File: src/rtl/debug_dump_unit.sv
`default_nettype none
// ============================================================================
// Module   : debug_dump_unit
// Purpose  : UART-driven run/step/halt control with a PC/register/memory dump;
//            defining DBG_CYCLE_COUNT_EN appends a saturating cpu_enable cycle counter.
// Revision : 1.0
// ============================================================================
module debug_dump_unit #(
    parameter int DATA_W    = 32,
    parameter int NUM_REGS  = 32,
    parameter int MEM_WORDS = 32,
    parameter int ADDR_W    = 5
) (
    input  logic              CLK,
    input  logic              RESET,
    input  logic [7:0]        rx_data,
    input  logic              rx_valid,
    output logic [7:0]        tx_data,
    output logic              tx_valid,
    input  logic              tx_ready,
    input  logic              cpu_halt,
    input  logic [DATA_W-1:0] pc_value,
    output logic [ADDR_W-1:0] reg_addr,
    input  logic [DATA_W-1:0] reg_data,
    output logic [ADDR_W-1:0] mem_addr,
    input  logic [DATA_W-1:0] mem_data,
    output logic              cpu_enable,
    output logic              busy
);
    typedef enum logic [2:0] {
        IDLE, RUN, STEP, DUMP_PC, DUMP_REG, DUMP_MEM, DUMP_CNT, SEND
    } state_t;

    localparam int                c_bytes     = DATA_W / 8;
    localparam int                c_bc_w      = (c_bytes > 1) ? $clog2(c_bytes) : 1;
    localparam logic [c_bc_w-1:0] c_last_byte = c_bc_w'(c_bytes - 1);
    localparam logic [ADDR_W-1:0] c_last_reg  = ADDR_W'((NUM_REGS  > 0) ? NUM_REGS  - 1 : 0);
    localparam logic [ADDR_W-1:0] c_last_mem  = ADDR_W'((MEM_WORDS > 0) ? MEM_WORDS - 1 : 0);

`ifdef DBG_CYCLE_COUNT_EN
    localparam state_t c_after_mem = DUMP_CNT;
`else
    localparam state_t c_after_mem = IDLE;
`endif
    // Empty sections (parameter 0) are skipped at elaboration time.
    localparam state_t c_after_regs = (MEM_WORDS > 0) ? DUMP_MEM : c_after_mem;
    localparam state_t c_after_pc   = (NUM_REGS  > 0) ? DUMP_REG : c_after_regs;

    state_t              r_state, w_state_next;
    state_t              r_ret, w_ret_next;
    logic [DATA_W-1:0]   r_shift;
    logic [c_bc_w-1:0]   r_byte_cnt;
    logic                w_hs;
    logic                w_last_byte;

    assign w_hs        = tx_valid & tx_ready;
    assign w_last_byte = (r_byte_cnt == c_last_byte);
    assign tx_data     = r_shift[DATA_W-1 -: 8];
    assign cpu_enable  = (r_state == RUN) || (r_state == STEP);
    assign busy        = (r_state != IDLE);

`ifdef DBG_CYCLE_COUNT_EN
    logic [DATA_W-1:0] r_cycle_cnt;

    always_ff @(posedge CLK or posedge RESET) begin
        if (RESET) begin
            r_cycle_cnt <= '0;
        end else if (cpu_enable && (r_cycle_cnt != '1)) begin
            r_cycle_cnt <= r_cycle_cnt + DATA_W'(1);
        end
    end
`endif

    always_ff @(posedge CLK or posedge RESET) begin
        if (RESET) begin
            r_state <= IDLE;
            r_ret   <= IDLE;
        end else begin
            r_state <= w_state_next;
            r_ret   <= w_ret_next;
        end
    end

    always_comb begin
        w_state_next = r_state;
        w_ret_next   = r_ret;
        case (r_state)
            IDLE: begin
                if (rx_valid) begin
                    case (rx_data)
                        8'h63:   w_state_next = RUN;
                        8'h73:   w_state_next = STEP;
                        8'h64:   w_state_next = DUMP_PC;
                        default: w_state_next = IDLE;
                    endcase
                end
            end
            RUN:      if (cpu_halt) w_state_next = DUMP_PC;
            STEP:     w_state_next = DUMP_PC;
            DUMP_PC: begin
                w_state_next = SEND;
                w_ret_next   = c_after_pc;
            end
            DUMP_REG: begin
                w_state_next = SEND;
                w_ret_next   = (reg_addr == c_last_reg) ? c_after_regs : DUMP_REG;
            end
            DUMP_MEM: begin
                w_state_next = SEND;
                w_ret_next   = (mem_addr == c_last_mem) ? c_after_mem : DUMP_MEM;
            end
            DUMP_CNT: begin
                w_state_next = SEND;
                w_ret_next   = IDLE;
            end
            SEND:     if (w_hs && w_last_byte) w_state_next = r_ret;
            default:  w_state_next = IDLE;
        endcase
    end

    // Each DUMP_* cycle latches one word; tx_valid follows in the next cycle.
    // mem_addr already points at the word being latched, since the RAM has
    // seen it for at least one edge (reset at DUMP_PC, advanced at each latch).
    always_ff @(posedge CLK or posedge RESET) begin
        if (RESET) begin
            r_shift    <= '0;
            r_byte_cnt <= '0;
            tx_valid   <= 1'b0;
            reg_addr   <= '0;
            mem_addr   <= '0;
        end else begin
            case (r_state)
                DUMP_PC: begin
                    r_shift    <= pc_value;
                    r_byte_cnt <= '0;
                    tx_valid   <= 1'b1;
                    reg_addr   <= '0;
                    mem_addr   <= '0;
                end
                DUMP_REG: begin
                    r_shift    <= reg_data;
                    r_byte_cnt <= '0;
                    tx_valid   <= 1'b1;
                    if (reg_addr != c_last_reg) reg_addr <= reg_addr + ADDR_W'(1);
                end
                DUMP_MEM: begin
                    r_shift    <= mem_data;
                    r_byte_cnt <= '0;
                    tx_valid   <= 1'b1;
                    if (mem_addr != c_last_mem) mem_addr <= mem_addr + ADDR_W'(1);
                end
                DUMP_CNT: begin
`ifdef DBG_CYCLE_COUNT_EN
                    r_shift    <= r_cycle_cnt;
`else
                    r_shift    <= '0;
`endif
                    r_byte_cnt <= '0;
                    tx_valid   <= 1'b1;
                end
                SEND: begin
                    if (w_hs) begin
                        if (w_last_byte) begin
                            tx_valid <= 1'b0;
                        end else begin
                            r_shift    <= r_shift << 8;
                            r_byte_cnt <= r_byte_cnt + c_bc_w'(1);
                        end
                    end
                end
                default: ;
            endcase
        end
    end

endmodule
`default_nettype wire

File: config.mk
export PLATFORM = sky130hd
export DESIGN_NAME = debug_dump_unit
export DESIGN_NICKNAME = d
export VERILOG_FILES = /design/src/rtl/debug_dump_unit.sv
export SDC_FILE = /design/constraint.sdc
export NUM_CORES = 1
export LEC_CHECK = 0
export ABC_AREA = 1
export BUFFER_PORTS_ARGS = -buffer_cell sky130_fd_sc_hd__buf_2
export CORE_UTILIZATION = 44
export DETAILED_ROUTE_END_ITERATION = 6
export PLACE_DENSITY_LB_ADDON = 0.3
export SLEW_MARGIN = 40
export SYNTH_ARGS = -nofsm -noshare
export SYNTH_HDL_FRONTEND = slang
export SYNTH_SLANG_ARGS = --single-unit
File: constraint.sdc
create_clock -name CLK -period 1.6 [get_ports CLK]
set_clock_uncertainty 0.1 [all_clocks]
set_input_delay 0.32 -clock CLK [delete_from_list [all_inputs] [get_ports CLK]]
set_output_delay 0.32 -clock CLK [all_outputs]
set_load 0.01 [all_outputs]
==> impl_metrics.csv <==
group,metric,value,unit
logic_synthesis,synthCells,477,
run,maxCapViolations,0,
logic_synthesis,netlist_area,3130,µm²
die,num_io_pins,130,
power,vdd_drop_max,650,µV
timing,setup_ws,-91.4,ps
cells_and_area,post-route-util,0.644,
logic_synthesis,seq_area_frac_synth,0.400,
logic_synthesis,syn_avg_cell_area,6.56,µm²
setup_path,cp_cell_sequence,"buf_4 -> nand3_1 -> o21ai_4 -> buf_4 -> clkbuf_16 -> nor2_1 -> nand2_1 -> nand2_1",
cells_and_area,final_nets,739,
setup_path,endpoint_kind,"register",
timing,hold_slack,210,ps
die,initial_core_util,0.458,
global_routing,grt_max_degree,51,
power,powerDensity,1810,nW/µm²
clock_network,cts_tree,"built",
logic_synthesis,synth_top_area_cell,"dfrtp_1",
global_routing,grt_pass1_vias,3228,
logic_synthesis,synth_top_area_frac,0.400,
setup_path,cp_slowest_cell,"dfrtp_2",
clock_network,clkTransAtPathRegs,90,ps
worst_hold_path,hold_class,"primary input to register",
setup_path,cp.arrival,1800,ps
placed_design,dp_hpwl,6300,µm
placed_design,preCtsSetupSlack,-5.26,ps
timing,rsz0062_at_grt,"true",
setup_path,crit_required,1700,ps
die,die_x,86.3,µm
timing,fin_setup_tns,-1060,ps
route,drc,0,
timing,period_share,1.06,
timing,finalHoldViolCount,0,
route,dr.pass1.iters,5,
logic_synthesis,synth_nets,591,
global_routing,grt_pass1_wl,14200,µm
route,wl_per_cell,13.2,µm
cells_and_area,synthToLayoutAreaGrowth,40.5,%
clock_network,clk_latency,310,ps
setup_path,cp_max_fo,8,
timing,drv_slew,0,
timing,setup_viol,25,
die,core_area,6830,µm²
power,design_power_total,7970,µW
timing,fin_crit,1690,ps
die,fp.dieH,86.3,µm
route,drt-initial-drc-count,177,
setup_path,max_stage_delay,440,ps
power,power.leakage,0.00240,µW
route,postRouteAntennaNets,0,
cells_and_area,drive_gt1_frac,0.340,
clock_network,cts_buffer_depth,2,
clock_network,cts_num_sinks,50,
clock_network,clockRootBuffer,"clkbuf_8",
route,vias_per_cell,5.04,
die,fp-row-count,30,
route,drt-total-wl,9550,µm
logic_synthesis,yosysWarnings,0,
cells_and_area,diodes,0,
route,num_vias,3640,
logic_synthesis,yosys-top-cells-area,"dfrtp_1, nand2_1, nand3_1",
global_routing,grt_util_all_layers,0.244,
timing,clock.fmax,591,MHz
placed_design,gp_congestion,0.892,
run_status,run_status,"finished with violations",
logic_synthesis,ys_seq_elements,50,
setup_path,critPathKind,"register to register",
run_status,failed_checks,"negative setup slack",
die,die_area,7450,µm²
global_routing,overflow,0,
clock_network,cts_max_level,2,
timing,worstMarginPinSlew,279,ps
logic_synthesis,synth.distinct_cells,23,
placed_design,port_buffers,129,
setup_path,worstSetupStartpointType,"register",
timing,slew_headroom,0.813,
global_routing,grt_antenna_before_repair,0,
clock_network,numCtsBuffers,5,
[registers in the layout, indices dropped and copies added, names as in the netlist]
signal      count
tx_valid        1
r_shift        32
r_ret           2
r_byte_cnt      2
r_state         3
mem_addr        5
reg_addr        5
[logic make-up (layout without fill, tap and decap cells)]
family,count (synthesis),in the layout,share of synthesized area
AOI/OAI and AO/OA,36,36,0.0600
adders and majority gates,5,5,0.0200
buffers and inverters,53,202,0.0872
DFF,50,50,0.400
and+or+nand+nor,333,333,0.433
[stage by stage]
stage	instance area [µm²]	std cells
floorplan	3130	477
global placement	3940	693
global route	4400	722
detailed placement	3940	693
finish	4400	722
CTS	4150	712
[placed cells by master, fill, tap and decap left out, drive strengths merged]
| master | Yosys | routed |
|---|---|---|
| nor2b | 1 | 1 |
| nor3 | 3 | 3 |
| inv | 24 | 23 |
| o21ai | 9 | 9 |
| nand2 | 203 | 203 |
| dlygate4sd3 | 0 | 1 |
| nor2 | 70 | 70 |
| dfrtp | 50 | 50 |
| clkbuf | 3 | 9 |
| o211ai | 1 | 1 |
| a21oi | 25 | 25 |
| ha | 5 | 5 |
| clkinv | 0 | 1 |
| nand3 | 51 | 51 |
| o22ai | 1 | 1 |
| clkinvlp | 0 | 2 |
| nand4 | 5 | 5 |
| buf | 26 | 166 |
[where the power goes]
| part | total (µW) | switching (µW) | internal (µW) |
|---|---|---|---|
| Clock | 793 | 444 | 349 |
| Sequential | 2150 | 340 | 1810 |
| Combinational | 5030 | 2860 | 2170 |
| Total | 7970 | 3650 | 4330 |
[cells in the mapped netlist (all sizes together)]
cell / count
nand2: 203
nor2: 70
nand3: 51
dfrtp: 50
buf: 26
a21oi: 25
inv: 24
o21ai: 9
ha: 5
nand4: 5
clkbuf: 3
nor3: 3
nor2b: 1
o211ai: 1
o22ai: 1
[final cells by class]
class | instances | area, µm²
clock inverter | 2 | 12.5
multi-input combinational | 374 | 1700
clock buffer | 6 | 82.6
timing repair buffer | 170 | 1120
fill | 648 | 2430
inverter | 24 | 98.8
tap | 96 | 120
sequential | 50 | 1250
[metal layers]
metal  vias up  share of wire  wire (µm)  track usage
met2       152           0.51       4830        0.432
met1      1678           0.42       4000        0.312
met5         -              0          0            0
met3        16          0.061        579       0.0371
met4         0          0.015        139       0.0591
li1       1794              -          -            -
[critical path, delay by kind of cell (launching register included)]
kind            cells  cell delay [ps]
compound gates      1              240
buf+inv             3              500
flops               1              440
simple gates        4              300
[worst paths after layout]
check,from,endpoint,slack [ps],cells after the start
hold reg to reg,r_shift[6],r_shift[6],380,2
hold / removal,reg_data[4],r_shift[4],210,5
setup reg to reg,r_state[2],r_shift[14],-90,8
min in group asynchronous,RESET,reg_addr[0],500,4
setup / recovery,r_state[2],r_shift[14],-90,8
max in group asynchronous,RESET,r_state[0],640,4
[what timing repair did]
item | in CTS | in global routing
hold endpoints to repair | 50 | 0
setup endpoints to repair | 4 | 44
gates cloned | 0 | 5
pin swaps | 4 | 6
buffers inserted | 10 | 6
resized for setup | 17 | 35
hold buffers | 1 | 0
Note: power is estimated with default switching activity, not from simulation.
